`src/rtl/fir_pkg.sv`:
```
// Shared FIR coefficient-path definitions:
// default sizes and the reader state encoding.
package fir_pkg;

   localparam int NTAPS_D = 64;
   localparam int AW_D    = 6;
   localparam int DW_D    = 16;

   typedef enum logic [1:0] {
      IDLE  = 2'd0,
      READ  = 2'd1,
      DRAIN = 2'd2
   } state_t;

endpackage

```
`src/rtl/coef_skid_fifo.sv`:
```
// Two-entry buffer between the coefficient memory and
// the MAC handshake; flush empties it in one cycle.
module coef_skid_fifo #(
   parameter int W = 23
) (
   input  logic         clk,
   input  logic         rst_n,
   input  logic         flush,
   input  logic         push,
   input  logic [W-1:0] din,
   input  logic         pop,
   output logic [W-1:0] dout,
   output logic         full,
   output logic         empty
);

   logic [W-1:0] r_mem [2];
   logic         r_wp;
   logic         r_rp;
   logic [1:0]   r_cnt;

   always_ff @(posedge clk) begin
      if (!rst_n) begin
         r_mem[0] <= '0;
         r_mem[1] <= '0;
         r_wp     <= 1'b0;
         r_rp     <= 1'b0;
         r_cnt    <= 2'd0;
      end else if (flush) begin
         r_wp  <= 1'b0;
         r_rp  <= 1'b0;
         r_cnt <= 2'd0;
      end else begin
         if (push) begin
            r_mem[r_wp] <= din;
            r_wp        <= ~r_wp;
         end
         if (pop) begin
            r_rp <= ~r_rp;
         end
         r_cnt <= r_cnt + 2'(push) - 2'(pop);
      end
   end

   assign dout  = r_mem[r_rp];
   assign full  = (r_cnt == 2'd2);
   assign empty = (r_cnt == 2'd0);

endmodule

```
`src/rtl/coef_reader.sv`:
```
// Streams NTAPS coefficients from a 1-cycle-latency memory
// to a valid/ready consumer, with abort and done pulse.
module coef_reader
   import fir_pkg::*;
#(
   parameter int NTAPS = NTAPS_D,
   parameter int AW    = AW_D,
   parameter int DW    = DW_D
) (
   input  logic          clk,
   input  logic          rst_n,
   input  logic          start,
   input  logic          abort,
   output logic          busy,
   output logic          done,
   output logic [AW-1:0] mem_addr,
   output logic          mem_w_en,
   input  logic [DW-1:0] mem_rdata,
   output logic          coef_valid,
   input  logic          coef_ready,
   output logic [DW-1:0] coef_data,
   output logic [AW-1:0] coef_idx,
   output logic          coef_last
);

   localparam int            FW     = DW + AW + 1;
   localparam logic [AW-1:0] LAST_A = AW'(NTAPS - 1);

   state_t        r_state;
   logic [AW-1:0] r_next;
   logic [AW-1:0] r_last;
   logic [AW-1:0] r_infl_addr;
   logic          r_infl;
   logic          r_busy;
   logic          r_done;

   logic          w_full;
   logic          w_empty;
   logic          w_pop;
   logic          w_issue;
   logic [1:0]    w_occ;
   logic [2:0]    w_sum;
   logic [FW-1:0] w_din;
   logic [FW-1:0] w_dout;

   assign w_occ = {w_full, ~w_full & ~w_empty};
   assign w_pop = coef_valid & coef_ready;
   // A pop this cycle frees a slot, which keeps full rate
   assign w_sum = 3'(w_occ) + 3'(r_infl) - 3'(w_pop);
   assign w_issue = (r_state == READ) & ~abort
                  & (w_sum < 3'd2);

   assign w_din = {(r_infl_addr == LAST_A),
                   r_infl_addr, mem_rdata};

   coef_skid_fifo #(
      .W(FW)
   ) u_fifo (
      .clk  (clk),
      .rst_n(rst_n),
      .flush(abort),
      .push (r_infl),
      .din  (w_din),
      .pop  (w_pop),
      .dout (w_dout),
      .full (w_full),
      .empty(w_empty)
   );

   assign mem_addr   = w_issue ? r_next : r_last;
   assign mem_w_en   = 1'b0;
   assign coef_valid = ~w_empty;
   assign coef_data  = w_dout[DW-1:0];
   assign coef_idx   = w_dout[DW+AW-1:DW];
   assign coef_last  = coef_valid & w_dout[FW-1];
   assign busy       = r_busy;
   assign done       = r_done;

   always_ff @(posedge clk) begin
      if (!rst_n) begin
         r_state     <= IDLE;
         r_next      <= '0;
         r_last      <= '0;
         r_infl_addr <= '0;
         r_infl      <= 1'b0;
         r_busy      <= 1'b0;
         r_done      <= 1'b0;
      end else begin
         r_done <= 1'b0;
         r_infl <= w_issue;
         if (w_issue) begin
            r_last      <= r_next;
            r_infl_addr <= r_next;
            if (r_next != LAST_A) begin
               r_next <= r_next + 1'b1;
            end
         end
         if (abort) begin
            r_state <= IDLE;
            r_busy  <= 1'b0;
         end else begin
            unique case (r_state)
               IDLE: begin
                  if (start) begin
                     r_state <= READ;
                     r_busy  <= 1'b1;
                     r_next  <= '0;
                  end
               end
               READ: begin
                  if (w_issue && r_next == LAST_A) begin
                     r_state <= DRAIN;
                  end
               end
               DRAIN: begin
                  if (w_pop && coef_last) begin
                     r_state <= IDLE;
                     r_busy  <= 1'b0;
                     r_done  <= 1'b1;
                  end
               end
               default: r_state <= IDLE;
            endcase
         end
      end
   end

endmodule

```
`config.mk`:
```
export PLATFORM = sky130hd
export DESIGN_NAME = coef_reader
export DESIGN_NICKNAME = d
export VERILOG_FILES = /design/src/rtl/fir_pkg.sv /design/src/rtl/coef_skid_fifo.sv /design/src/rtl/coef_reader.sv
export SDC_FILE = /design/constraint.sdc
export NUM_CORES = 1
export LEC_CHECK = 0
export CORE_UTILIZATION = 50
export CTS_BUF_LIST = sky130_fd_sc_hd__clkbuf_4 sky130_fd_sc_hd__clkbuf_8 sky130_fd_sc_hd__clkbuf_16
export CTS_CLUSTER_SIZE = 28
export DETAILED_ROUTE_END_ITERATION = 8
export HOLD_SLACK_MARGIN = 0.03
export PLACE_DENSITY_LB_ADDON = 0.15
export SYNTH_ARGS = -nofsm -noshare
export SYNTH_HDL_FRONTEND = slang
export SYNTH_SLANG_ARGS = --single-unit
```
`constraint.sdc`:
```
create_clock -name clk -period 8.7 [get_ports clk]
set_input_delay 1.305 -clock clk [delete_from_list [all_inputs] [get_ports clk]]
set_output_delay 1.305 -clock clk [all_outputs]
set_load 0.05 [all_outputs]
```
==> results.ini <==
[critical_path]
crit_fanout=10
max_stage_delay_ns=0.82
end_kind=primary output
crit_chain=clkdlybuf4s50_1, nand3b_1, o21ai_0, and2_1, ha_1, nor4b_2, nand3_1, nand2_1, clkdlybuf4s50_1
cp_data_required_time_ns=7.39
arrival_ns=4.49
crit_top_cell=clkdlybuf4s50_1
crit_type=input port to primary output
startpoint_type=input port
crit_path_top_delay_cell=nor4b_2

[power_and_ir_drop]
ir_worst_vdd_uv=107
pwr-share-clk=0.405
p_int_mw=0.572
leakagePower_nw=1.51
share_seq_of_total_power=0.524
p_total_mw=0.730
p_sw_mw=0.158
sw_frac_of_total=0.216
combPwrFrac=0.071
power_density_nw_per_um2=178

[final_layout]
antenna_cells=0
multi_input_area_um2=1280
ff_latch_area_um2=1940
layout-drive-gt1-share=0.139
nFillCells=497
area_growth_pct=24.4
nets=350
instances_no_fill=408

[synth]
synth_cell_type_count=43
syn_area_um2=3290
netlist_instances=276
synthFlopType=edfxtp_1
yosysWarnings=0
synth_area_per_cell_um2=11.9
synth.largest_area_cell=edfxtp_1
synth_edf_count=46
ys_async_sr_fraction=0
yosys-top-cells-count=and2_1 (46), edfxtp_1 (46), dfxtp_1 (28)
ys_seq_area_frac=0.590
synth_top_area_frac=0.419
synth_nets=300
synth.area.top_cells=edfxtp_1 (42%), dfxtp_1 (17%), and2_1 (8.7%), mux2_2 (7.5%), a21boi_0 (2.3%)
ys_ff_latch=74

[detailed_routing]
vias=2270
first_pass_iters=4
drtIter0Drc=161
viasPerCell=5.56
ant_nets=0
drcViolationCount=0
routedWlPerCell_um=15.3
wirelength_um=6240

[global_routing]
grt_pass1_wl_um=10500
grt_pass1_vias=2148
grt.total_usage=0.194
antenna_found_initial=0
overflow=0
grt_max_degree=25

[timing]
worst_pin_slew_ns=1.08
period_share=0.666
skew_ns=0.00474
tns_ns=0
report.final.slew_viol_count=0
finalSetupViolCount=0
whs_ns=0.511
hold_viol=0
fmax_mhz=173
slew_headroom=0.280
period_minus_slack_ns=5.79
rsz0062_at_grt=false

[clock_network]
numCtsBuffers=9
cts-root-buf=clkbuf_8
cts_hold_buffers=0
cts_resized=0
clkLatencyLatePin_ns=0.34
cts.sinks=74
cts_setup_buffers=0
cts_max_level=3
cts_buffer_depth=2
cts.reportedPaths.clkPinSlew_ns=0.07
cts_tree=built

[hold_path]
hold_class=flip-flop to flip-flop

[placement]
port_buffers=52
placed_cells=392
gp_congestion=0.805
dp_hpwl_um=3970

[floorplanning]
coreArea_um2=6350
io_pins=54
fp.dieArea_um2=6910
initial_core_util=0.519
die_x_um=83.2
rows=29
dieHeight_um=83.2

[status]
run_status=finished clean

[run]
cap_violations=0

-- registers in the layout (all words and copies together), names as in the netlist, named ones only --
signal	cells
u_fifo.r_mem	46
r_infl_addr	6
r_last	6
r_next	6
r_state	2
u_fifo.r_cnt	2
busy	1
done	1
r_infl	1
u_fifo.r_rp	1
u_fifo.r_wp	1
-- cell type report --
type / count / area share
clock inverter: 5 / 0.0189
clock buffer: 11 / 0.0354
multi-input combinational: 182 / 0.313
timing repair buffer: 54 / 0.131
sequential: 74 / 0.474
inverter: 5 / 0.00458
tap: 77 / 0.0235
-- critical path: cells and delay by family --
family	cells	cell delay (ns)
buffers and inverters	2	1.27
AND/OR/NAND/NOR	5	1.49
adder cells (fa/ha/maj)	1	0.29
AO/OA/AOI/OAI	1	0.12
-- power groups by stage --
stage / Sequential [mW] / Combinational, mW / Clock (mW)
after floorplan: 0.390 / 0.0296 / 0
after CTS: 0.382 / 0.0522 / 0.301
after detailed placement: 0.390 / 0.0520 / 0
after global routing: 0.383 / 0.0550 / 0.319
final: 0.382 / 0.0518 / 0.296
after global placement: 0.390 / 0.0519 / 0
-- final timing paths --
check	depth (start not counted)	end	slack, ns	startpoint
max	9	mem_addr[3]	2.91	coef_ready
min	2	r_last[1]	0.51	r_last[1]
max reg2reg	7	r_next[1]	6.03	u_fifo.r_cnt[0]
min reg2reg	2	r_last[1]	0.51	r_last[1]
-- per-stage QoR --
stage	setup slack (ns)	instance area (um^2)	utilization
after floorplan	4.14	3290	-
final	2.91	4100	0.645
after global routing	2.72	4100	0.645
after global placement	2.99	3870	0.610
after CTS	2.94	4100	0.645
after detailed placement	2.97	3870	0.610
-- cell usage in the layout, fill, tap and decap left out, types with 2 or more instances in the layout --
master / count
a311oi_1: 2
clkbuf_8: 10
bufinv_16: 2
o21ai_0: 14
a41oi_1: 2
mux2_2: 22
nor2_1: 7
edfxtp_1: 46
buf_4: 2
clkinv_2: 2
and3_1: 4
a21boi_1: 2
and4_1: 3
nand2_1: 12
or3_1: 2
mux2i_1: 4
nand3_1: 14
dfxtp_1: 28
a21oi_1: 3
a21boi_0: 10
and2_1: 46
inv_1: 5
clkdlybuf4s50_1: 52
nand3b_1: 4
a31oi_1: 2
nor3_1: 4
nor2b_1: 4
ha_1: 3
-- layer usage --
metal  GRT usage  routed length, um  vias up
met3      0.0577                359        4
met5           0                  0        -
met4      0.0690                 57        0
met2       0.302               2960       64
met1       0.260               2860     1102
li1            -                  -     1100
-- cells by family after synthesis --
kind of cell,Yosys count,synth area share
buf+inv,20,0.0243
other cells,1,0.00114
fa+ha+maj,3,0.0114
mux,26,0.0874
xor+xnor,2,0.00532
flops,74,0.590
simple gates,108,0.197
compound gates,42,0.0840
Note: power is estimated with default switching activity, not from simulation.
